**src/rtl/fpu_req_scheduler.sv**
```systemverilog
// rtl/fpu_req_scheduler.sv - round-robin scheduler sharing one memory-mapped FPU among requesters
module fpu_req_scheduler #(
  parameter int N_REQ       = 4,
  parameter int RESULT_WAIT = 1,
  parameter int CNT_W       = 16
) (
  input  logic                  clk,
  input  logic                  reset,
  input  logic [N_REQ-1:0]      req_valid,
  output logic [N_REQ-1:0]      req_ready,
  input  logic [2*N_REQ-1:0]    req_op,
  input  logic [32*N_REQ-1:0]   req_a,
  input  logic [32*N_REQ-1:0]   req_b,
  output logic [N_REQ-1:0]      rsp_valid,
  input  logic [N_REQ-1:0]      rsp_ready,
  output logic [31:0]           rsp_data,
  output logic                  fpu_cs,
  output logic [12:0]           fpu_addr,
  output logic [31:0]           fpu_wdata,
  input  logic [31:0]           fpu_rdata,
  output logic                  busy,
  output logic [CNT_W-1:0]      ops_done
);

  localparam int IDX_W  = (N_REQ > 1) ? $clog2(N_REQ) : 1;
  localparam int WAIT_W = (RESULT_WAIT > 1) ? $clog2(RESULT_WAIT) : 1;
  localparam logic [IDX_W:0]    N_SZ     = (IDX_W+1)'(N_REQ);
  localparam logic [IDX_W-1:0]  LAST_IDX = IDX_W'(N_REQ - 1);
  localparam logic [WAIT_W-1:0] WAIT_LD  = WAIT_W'(RESULT_WAIT - 1);

  typedef enum logic [2:0] {IDLE, WR_A, WR_B, WR_CMD, WAIT, RESP} state_t;

  state_t            state_q, state_d;
  logic [IDX_W-1:0]  ptr_q, ptr_d;
  logic [IDX_W-1:0]  idx_q, idx_d;
  logic [1:0]        op_q, op_d;
  logic [31:0]       a_q, a_d;
  logic [31:0]       b_q, b_d;
  logic [31:0]       rsp_data_q, rsp_data_d;
  logic [WAIT_W-1:0] wait_q, wait_d;
  logic [CNT_W-1:0]  ops_done_q, ops_done_d;

  logic              grant_any;
  logic [IDX_W-1:0]  grant_idx;
  logic [IDX_W:0]    cand;
  logic [1:0]        sel_op;
  logic [31:0]       sel_a, sel_b;

  // Round-robin pick: first valid requester at or after the pointer, wrapping
  always_comb begin
    grant_any = 1'b0;
    grant_idx = '0;
    cand      = '0;
    for (int k = 0; k < N_REQ; k++) begin
      cand = {1'b0, ptr_q} + (IDX_W+1)'(k);
      if (cand >= N_SZ) cand = cand - N_SZ;
      if (!grant_any && req_valid[cand[IDX_W-1:0]]) begin
        grant_any = 1'b1;
        grant_idx = cand[IDX_W-1:0];
      end
    end
  end

  // Operand mux for the current winner
  always_comb begin
    sel_op = '0;
    sel_a  = '0;
    sel_b  = '0;
    for (int i = 0; i < N_REQ; i++) begin
      if (grant_idx == IDX_W'(i)) begin
        sel_op = req_op[2*i +: 2];
        sel_a  = req_a[32*i +: 32];
        sel_b  = req_b[32*i +: 32];
      end
    end
  end

  // Per-requester handshake outputs: accept only from IDLE, respond only from RESP
  always_comb begin
    req_ready = '0;
    rsp_valid = '0;
    for (int i = 0; i < N_REQ; i++) begin
      req_ready[i] = (state_q == IDLE) && grant_any && (grant_idx == IDX_W'(i));
      rsp_valid[i] = (state_q == RESP) && (idx_q == IDX_W'(i));
    end
  end

  // Sequencer: next state, latched request fields and the FPU bus drive
  always_comb begin
    state_d    = state_q;
    ptr_d      = ptr_q;
    idx_d      = idx_q;
    op_d       = op_q;
    a_d        = a_q;
    b_d        = b_q;
    rsp_data_d = rsp_data_q;
    wait_d     = wait_q;
    ops_done_d = ops_done_q;
    fpu_cs     = 1'b0;
    fpu_addr   = '0;
    fpu_wdata  = '0;
    case (state_q)
      IDLE: begin
        if (grant_any) begin
          idx_d   = grant_idx;
          op_d    = sel_op;
          a_d     = sel_a;
          b_d     = sel_b;
          state_d = WR_A;
        end
      end
      WR_A: begin
        fpu_cs    = 1'b1;
        fpu_addr  = 13'h000;
        fpu_wdata = a_q;
        state_d   = WR_B;
      end
      WR_B: begin
        fpu_cs    = 1'b1;
        fpu_addr  = 13'h004;
        fpu_wdata = b_q;
        state_d   = WR_CMD;
      end
      WR_CMD: begin
        fpu_cs    = 1'b1;
        fpu_addr  = 13'h008;
        fpu_wdata = {30'b0, op_q};
        wait_d    = WAIT_LD;
        state_d   = WAIT;
      end
      WAIT: begin
        if (wait_q == '0) begin
          rsp_data_d = fpu_rdata;
          state_d    = RESP;
        end else begin
          wait_d = wait_q - WAIT_W'(1);
        end
      end
      RESP: begin
        if (rsp_ready[idx_q]) begin
          ops_done_d = ops_done_q + CNT_W'(1);
          ptr_d      = (idx_q == LAST_IDX) ? '0 : idx_q + IDX_W'(1);
          state_d    = IDLE;
        end
      end
      default: state_d = IDLE;
    endcase
  end

  // State and datapath registers; reset abandons any transaction in flight
  always_ff @(posedge clk) begin
    if (reset) begin
      state_q    <= IDLE;
      ptr_q      <= '0;
      idx_q      <= '0;
      op_q       <= '0;
      a_q        <= '0;
      b_q        <= '0;
      rsp_data_q <= '0;
      wait_q     <= '0;
      ops_done_q <= '0;
    end else begin
      state_q    <= state_d;
      ptr_q      <= ptr_d;
      idx_q      <= idx_d;
      op_q       <= op_d;
      a_q        <= a_d;
      b_q        <= b_d;
      rsp_data_q <= rsp_data_d;
      wait_q     <= wait_d;
      ops_done_q <= ops_done_d;
    end
  end

  assign rsp_data = rsp_data_q;
  assign busy     = (state_q != IDLE);
  assign ops_done = ops_done_q;

endmodule

```
**config.mk**
```make
export PLATFORM = sky130hd
export DESIGN_NAME = fpu_req_scheduler
export DESIGN_NICKNAME = d
export VERILOG_FILES = /design/src/rtl/fpu_req_scheduler.sv
export SDC_FILE = /design/constraint.sdc
export NUM_CORES = 1
export LEC_CHECK = 0
export ABC_CLOCK_PERIOD_IN_PS = 1700
export CAP_MARGIN = 0
export CORE_AREA = 2 2 159 161
export DETAILED_ROUTE_END_ITERATION = 7
export DIE_AREA = 0 0 161 163
export PLACE_DENSITY = 0.66
export SKIP_LAST_GASP = 1
export SLEW_MARGIN = 20
export SYNTH_ARGS = -nofsm -noshare
export SYNTH_HDL_FRONTEND = slang
export SYNTH_SLANG_ARGS = --single-unit
```
**constraint.sdc**
```tcl
create_clock -name clk -period 1.7 [get_ports clk]
set_clock_uncertainty 0.05 [all_clocks]
set_input_delay 0.17 -clock clk [delete_from_list [all_inputs] [get_ports clk]]
set_output_delay 0.17 -clock clk [all_outputs]
set_load 0.1 [all_outputs]
```
# --- Yosys cells after proc, flatten, opt, wreduce, memory -nomap -nowiden ---
# Index checks and enable logic that the tools add are counted.
word_totals:
  wordCells: 112
  inputBits: 306
  output_inout_bits: 103
  regBits: 122
op_classes:
  n_eq_ne: 14
  reduce_logical: 25
  bitwise: 1
  n_mux: 44
  add_sub_neg: 10
  magnitude_cmp: 9
op_table:
  columns: ["cell", "count"]
  rows:
  - ["32-bit 2-to-1 mux", 8]
  - ["32-bit one-hot mux with 3 select lines", 1]
  - ["2-bit 2-to-1 mux", 13]
  - ["3-bit one-hot mux with 6 select lines", 1]
  - ["16-bit by 1-bit adder with 16-bit output, second input constant", 1]
  - ["2-bit by 3-bit < comparator with 1-bit output, second input constant", 5]
  - ["1-bit logical AND", 12]
  - ["1-bit 2-to-1 mux", 11]
  - ["1-bit binary-select mux with 2-bit select", 5]
  - ["3-bit greater-or-equal comparator, second input constant", 3]
  - ["3-bit 2-to-1 mux", 3]
  - ["2-bit == test, second input constant", 4]
  - ["4-bit one-hot mux with 2 select lines", 1]
  - ["2-bit by 1-bit subtractor with 2-bit output, second input constant", 4]
  - ["2-bit by 2-bit adder with 3-bit output, second input constant", 2]
  - ["3-bit by 2-bit == test with 1-bit output, second input constant", 2]
  - ["3-bit == test, second input constant", 2]
  - ["2-bit AND reduction", 3]
  - ["2-bit by 1-bit == test with 1-bit output, second input constant", 2]
  - ["2-bit zero test", 2]
  - ["2-bit != test, second input constant", 2]
  - ["2-bit by 1-bit adder with 3-bit output, second input constant", 1]
  - ["3-bit by 1-bit == test with 1-bit output, second input constant", 1]
  - ["2-bit by 3-bit greater-or-equal comparator with 1-bit output, second input constant", 1]
  - ["other kinds (11)", 13]

# --- Longest topological paths before layout ---
# Gate-level depths: netlist (run 1).
logic_depth:
  ltp_word: 19
  depth_mapped: 8
  ltp_nobuf: 5

# --- Worst setup path before layout (run 1) ---
# No wires, ideal clock.
synth_timing:
  kind: "register to output"
  startpoint: "register ptr_q[1]"
  endpoint: "output req_ready[3]"
  t_required_ns: 1.480
  slack_ns: -2.027
  path_stages_with_launch: 9
  arrival_time_ns: 3.507
  path_buffers: 3
  path_cell_list: "dfxtp_1 > o21bai_1 > nor3b_2 > or2_1 > buf_2 > buf_6 > buf_4 > nand2_1 > nor3_1"
synth_between:
  elab_chain_cells: 16
  elab_cells_between_ends: 40
  classes_between: "7 x add/sub; 4 x order compare; 1 x eq/ne; 20 x mux; 8 x reduce/logical"
synth_lines:
  columns: ["element", "line", "source"]
  rows:
  - ["start: declaration", "34", "logic [IDX_W-1:0] ptr_q, ptr_d;"]
  - ["start signal: assignment", "164", "ptr_q <= ptr_d;"]
  - ["parallel branches: the longest is 15 deep, another holds 2-bit by 1-bit adder with 3-bit output", null, null]
  - ["1-bit logical AND *", "83", "req_ready[i] = (state_q == IDLE) && grant_any && (grant_idx == IDX_W'(i));"]
  - ["end: declaration", "10", "output logic [N_REQ-1:0] req_ready,"]
# Every way passes the cells marked *. The select of a mux whose other input is x is not followed.

# --- Worst setup path after layout (run 1) ---
layout_timing:
  startpoint: "register state_q[1]"
  endpoint: "output fpu_wdata[17]"
layout_between:
  elab_chain_cells: 2
  elab_cells_between_ends: 4
  classes_between: "3 x eq/ne; 1 x mux"
layout_lines:
  columns: ["element", "line", "source"]
  rows:
  - ["start: declaration", "33", "state_t state_q, state_d;"]
  - ["start signal: assignment", "163", "state_q <= state_d;"]
  - ["3-bit by 2-bit == test with 1-bit output or 3-bit by 1-bit == test with 1-bit output (tied branches)", "102", "case (state_q)"]
  - ["32-bit one-hot mux with 3 select lines *", "102", null]
  - ["end: declaration", "19", "output logic [31:0] fpu_wdata,"]
# Every way passes the cells marked *; elsewhere a longest branch is shown, timed or not.

==> metrics, run 1 <==
outcome=finished with violations; failing checks=negative setup slack; Max Freq=0.468 GHz; Die H=163 µm; Die Area=0.0262 mm²; Die X=161 µm; Placer Congestion=0.860; Initial Utilization=0.296; total global-route track usage=0.239; Initial DRC Count=478; WL per Instance=20.5 µm; data required time of the worst path=around 1.5 ns; register bit total from synthesis=roughly 120; VDD IR max=0.450 mV; vias in the first global route=around 8300; Root Driver=clkbuf_16; global-route wire length before repair=48.4 mm; CTS tree=built; Max H-tree Level=4; total CTS buffers=17; FF-to-FF Start=state_q[2]; most common cell after layout, fill and taps aside=clkdlybuf4s50_1; CP Max Fanout=6; endpoints failing setup=155; commonest cells after routing, fill and taps aside=clkdlybuf4s50_1, nand2_1, dfxtp_1; Critical Path AT=1.91 ns; non-filler cells, final=about 1700; EDFF count, synth=0; initial antenna violation count=0; largest net degree at the start of global routing=56; Netlist Area Pre-Place=about 0.0073 mm²; DRC viols=0; worst-margin pin slew=approximately 0.60 ns; Sequential Power Share=0.275; post-route minimum period=2.13 ns; mean post-synth cell area=8.35 µm²; pre-CTS WS=-0.673 ns; top_reg_cell synth=dfxtp_1; setup slack, reg-to-reg=-0.35 ns; post-route cell area=roughly 0.015 mm²; Worst R2R End=a_q[7]; RSZ-0062 raised after global routing=true; ANT nets after route=0; switching part of the total power=0.368; Layout area overhead=107%; nets=1644; max-cap violations=0; share of cells above drive strength 1=0.307; Leakage Power=0.00585 µW; largest family of logic cells by synthesized area=compound AO/OA/AOI/OAI gates; # placed instances=between 1500 and 2000; Slew Viols, Final=0; Setup crit start kind=flip-flop; final hold violations=0; clock buffer depth=2; WL final=34.4 mm; mux cell area share after synthesis=0.0965; n_diodes=0; crit path kind=reg -> out; clock-pin slew on the worst setup and hold paths=approximately 0.07 ns; Clock Latency Late Sink=0.41 ns; post-synthesis simple-gate area fraction=0.197; Detailed Routing Iterations Pass 1=5; Yosys cell types=47; Worst Hold Class=in -> reg; Crit. End Element=output port; via count=8401; ys async rst share=0; DP Area=0.0132 mm²; Sw Pwr=around 4500 µW; worst r2r path cells=10; total grt overflow=0; TritonCTS Sinks=roughly 120; sequential share of the synthesized area=0.331; Clk network pwr share=0.285; logic gate share of total power=0.440; Syn Inst Count=876; Core Region=0.0247 mm²; post-synthesis adder-cell area fraction=0.00856; final setup TNS=-37.37 ns; CP endpoint=fpu_wdata[17]; Worst Slack Setup Final=-0.435 ns; P per Cell Area=817 mW/mm²; Site Rows=58; Power Internal=7790 µW; via/cell ratio=roughly 5.0; dpl hpwl=approximately 22 mm; xor/xnor cell area share of the yosys netlist=0.0192; PortBufs=397; Synth Warn #=0; Synth Area in Compound Gates=0.282; Worst Setup SP=state_q[1]; Final Cycle Share=1.26; slew margin rel.=0.601; I/O pin count=409
==> power groups by stage <==
stage / Sequential [µW] / Clock [µW] / Combinational, µW
2_1_floorplan: 3530 / 0 / 2460
3_3_place_gp: 3420 / 0 / 4520
3_5_place_dp: 3430 / 0 / 4540
4_1_cts: 3370 / 3570 / 5100
5_1_grt: 3420 / 3680 / 5640
6_report: 3390 / 3520 / 5430
==> final cells by class <==
cell class / count / area, µm²
Inverter: 7 / 26.3
Tap cell: 330 / 413
Timing Repair Buffer: 521 / 6420
Clock buffer: 18 / 429
Clock inverter: 14 / 126
Multi-Input combinational cell: 665 / 5210
Fill cell: 1977 / 9570
Sequential cell: 121 / 2490
==> cell usage after synthesis (3+ instances only) <==
| cell | count | share of area |
|---|---|---|
| nand2_1 | 147 | 0.075 |
| dfxtp_1 | 121 | 0.33 |
| nor3b_1 | 68 | 0.070 |
| o21a_1 | 67 | 0.069 |
| mux2i_1 | 66 | 0.090 |
| o21ai_0 | 60 | 0.041 |
| clkbuf_1 | 56 | 0.029 |
| a21oi_1 | 42 | 0.029 |
| o211ai_2 | 40 | 0.068 |
| nor2_1 | 32 | 0.016 |
| a22o_1 | 30 | 0.036 |
| o211ai_1 | 25 | 0.026 |
| buf_4 | 14 | 0.014 |
| xor2_1 | 12 | 0.014 |
| buf_2 | 11 | 0.0075 |
| buf_1 | 7 | 0.0036 |
| inv_1 | 7 | 0.0036 |
| nand3_1 | 7 | 0.0048 |
| and2_1 | 6 | 0.0051 |
| o21ai_1 | 6 | 0.0041 |
| buf_6 | 5 | 0.0077 |
| ha_1 | 5 | 0.0086 |
| nand4_1 | 5 | 0.0043 |
| nor3_1 | 5 | 0.0034 |
| xnor2_1 | 4 | 0.0048 |
| and3_1 | 3 | 0.0026 |
| nor2b_1 | 3 | 0.0026 |
==> registers in the layout, indices dropped and copies added, names as in the netlist <==
register	count
a_q	32
op_q	2
rsp_data	32
ops_done	16
ptr_q	2
b_q	32
state_q	3
idx_q	2
==> critical path, cell delays in order, from the launching register on <==
cell and delay (ns):
dfxtp_4 0.36, buf_6 0.12, buf_6 0.12, nor3b_4 0.20, buf_6 0.19, buf_12 0.16
a22o_4 0.15, buf_12 0.17
==> cell families (layout without fill, tap and decap cells) <==
kind of cell             Yosys count  count (layout)
AO/OA/AOI/OAI                    277             277
XOR/XNOR                          16              16
adder cells (fa/ha/maj)            5               5
buffers and inverters            100             560
flip-flops                       121             121
multiplexers                      69              69
other                              1              11
AND/OR/NAND/NOR                  287             287
==> layer usage <==
layer,vias up,GRT usage,wire (µm)
met1,4036,0.299,14700
met3,48,0.0382,1610
met2,273,0.419,17100
li1,4044,-,-
met5,-,0,0
met4,0,0.0832,869
==> per-stage QoR <==
step	utilization	power, µW	hold slack [ns]
after floorplan	-	5990	0.256
after global placement	0.533	7940	0.392
after detailed placement	0.533	7970	0.398
after CTS	0.587	12100	0.221
after global routing	0.612	12800	0.227
final	0.612	12300	0.242
==> repair_timing <==
action / in CTS / in global routing
pin swaps: 24 / 20
hold buffers: 0 / 0
cloned: 12 / 13
gates resized for setup: 83 / 72
buffers inserted: 21 / 17
endpoints found under the setup margin: 107 / 158
==> how the worst min path moves through the flow <==
stage / startpoint / endpoint / depth (start not counted)
floorplan: fpu_rdata[0] / rsp_data[0] / 2
global placement: rsp_data[9] / rsp_data[9] / 2
detailed placement: rsp_data[27] / rsp_data[27] / 2
CTS: reset / op_q[0] / 4
global route: fpu_rdata[14] / rsp_data[14] / 3
finish: fpu_rdata[14] / rsp_data[14] / 3
Power figures use the tool's default switching activity.
==> inputs of run 2 (changes only) <==
- CAP_MARGIN: 0 -> default
==> results of run 2 <==
The final DEF is identical to that of run 1; final timing and power are the same.
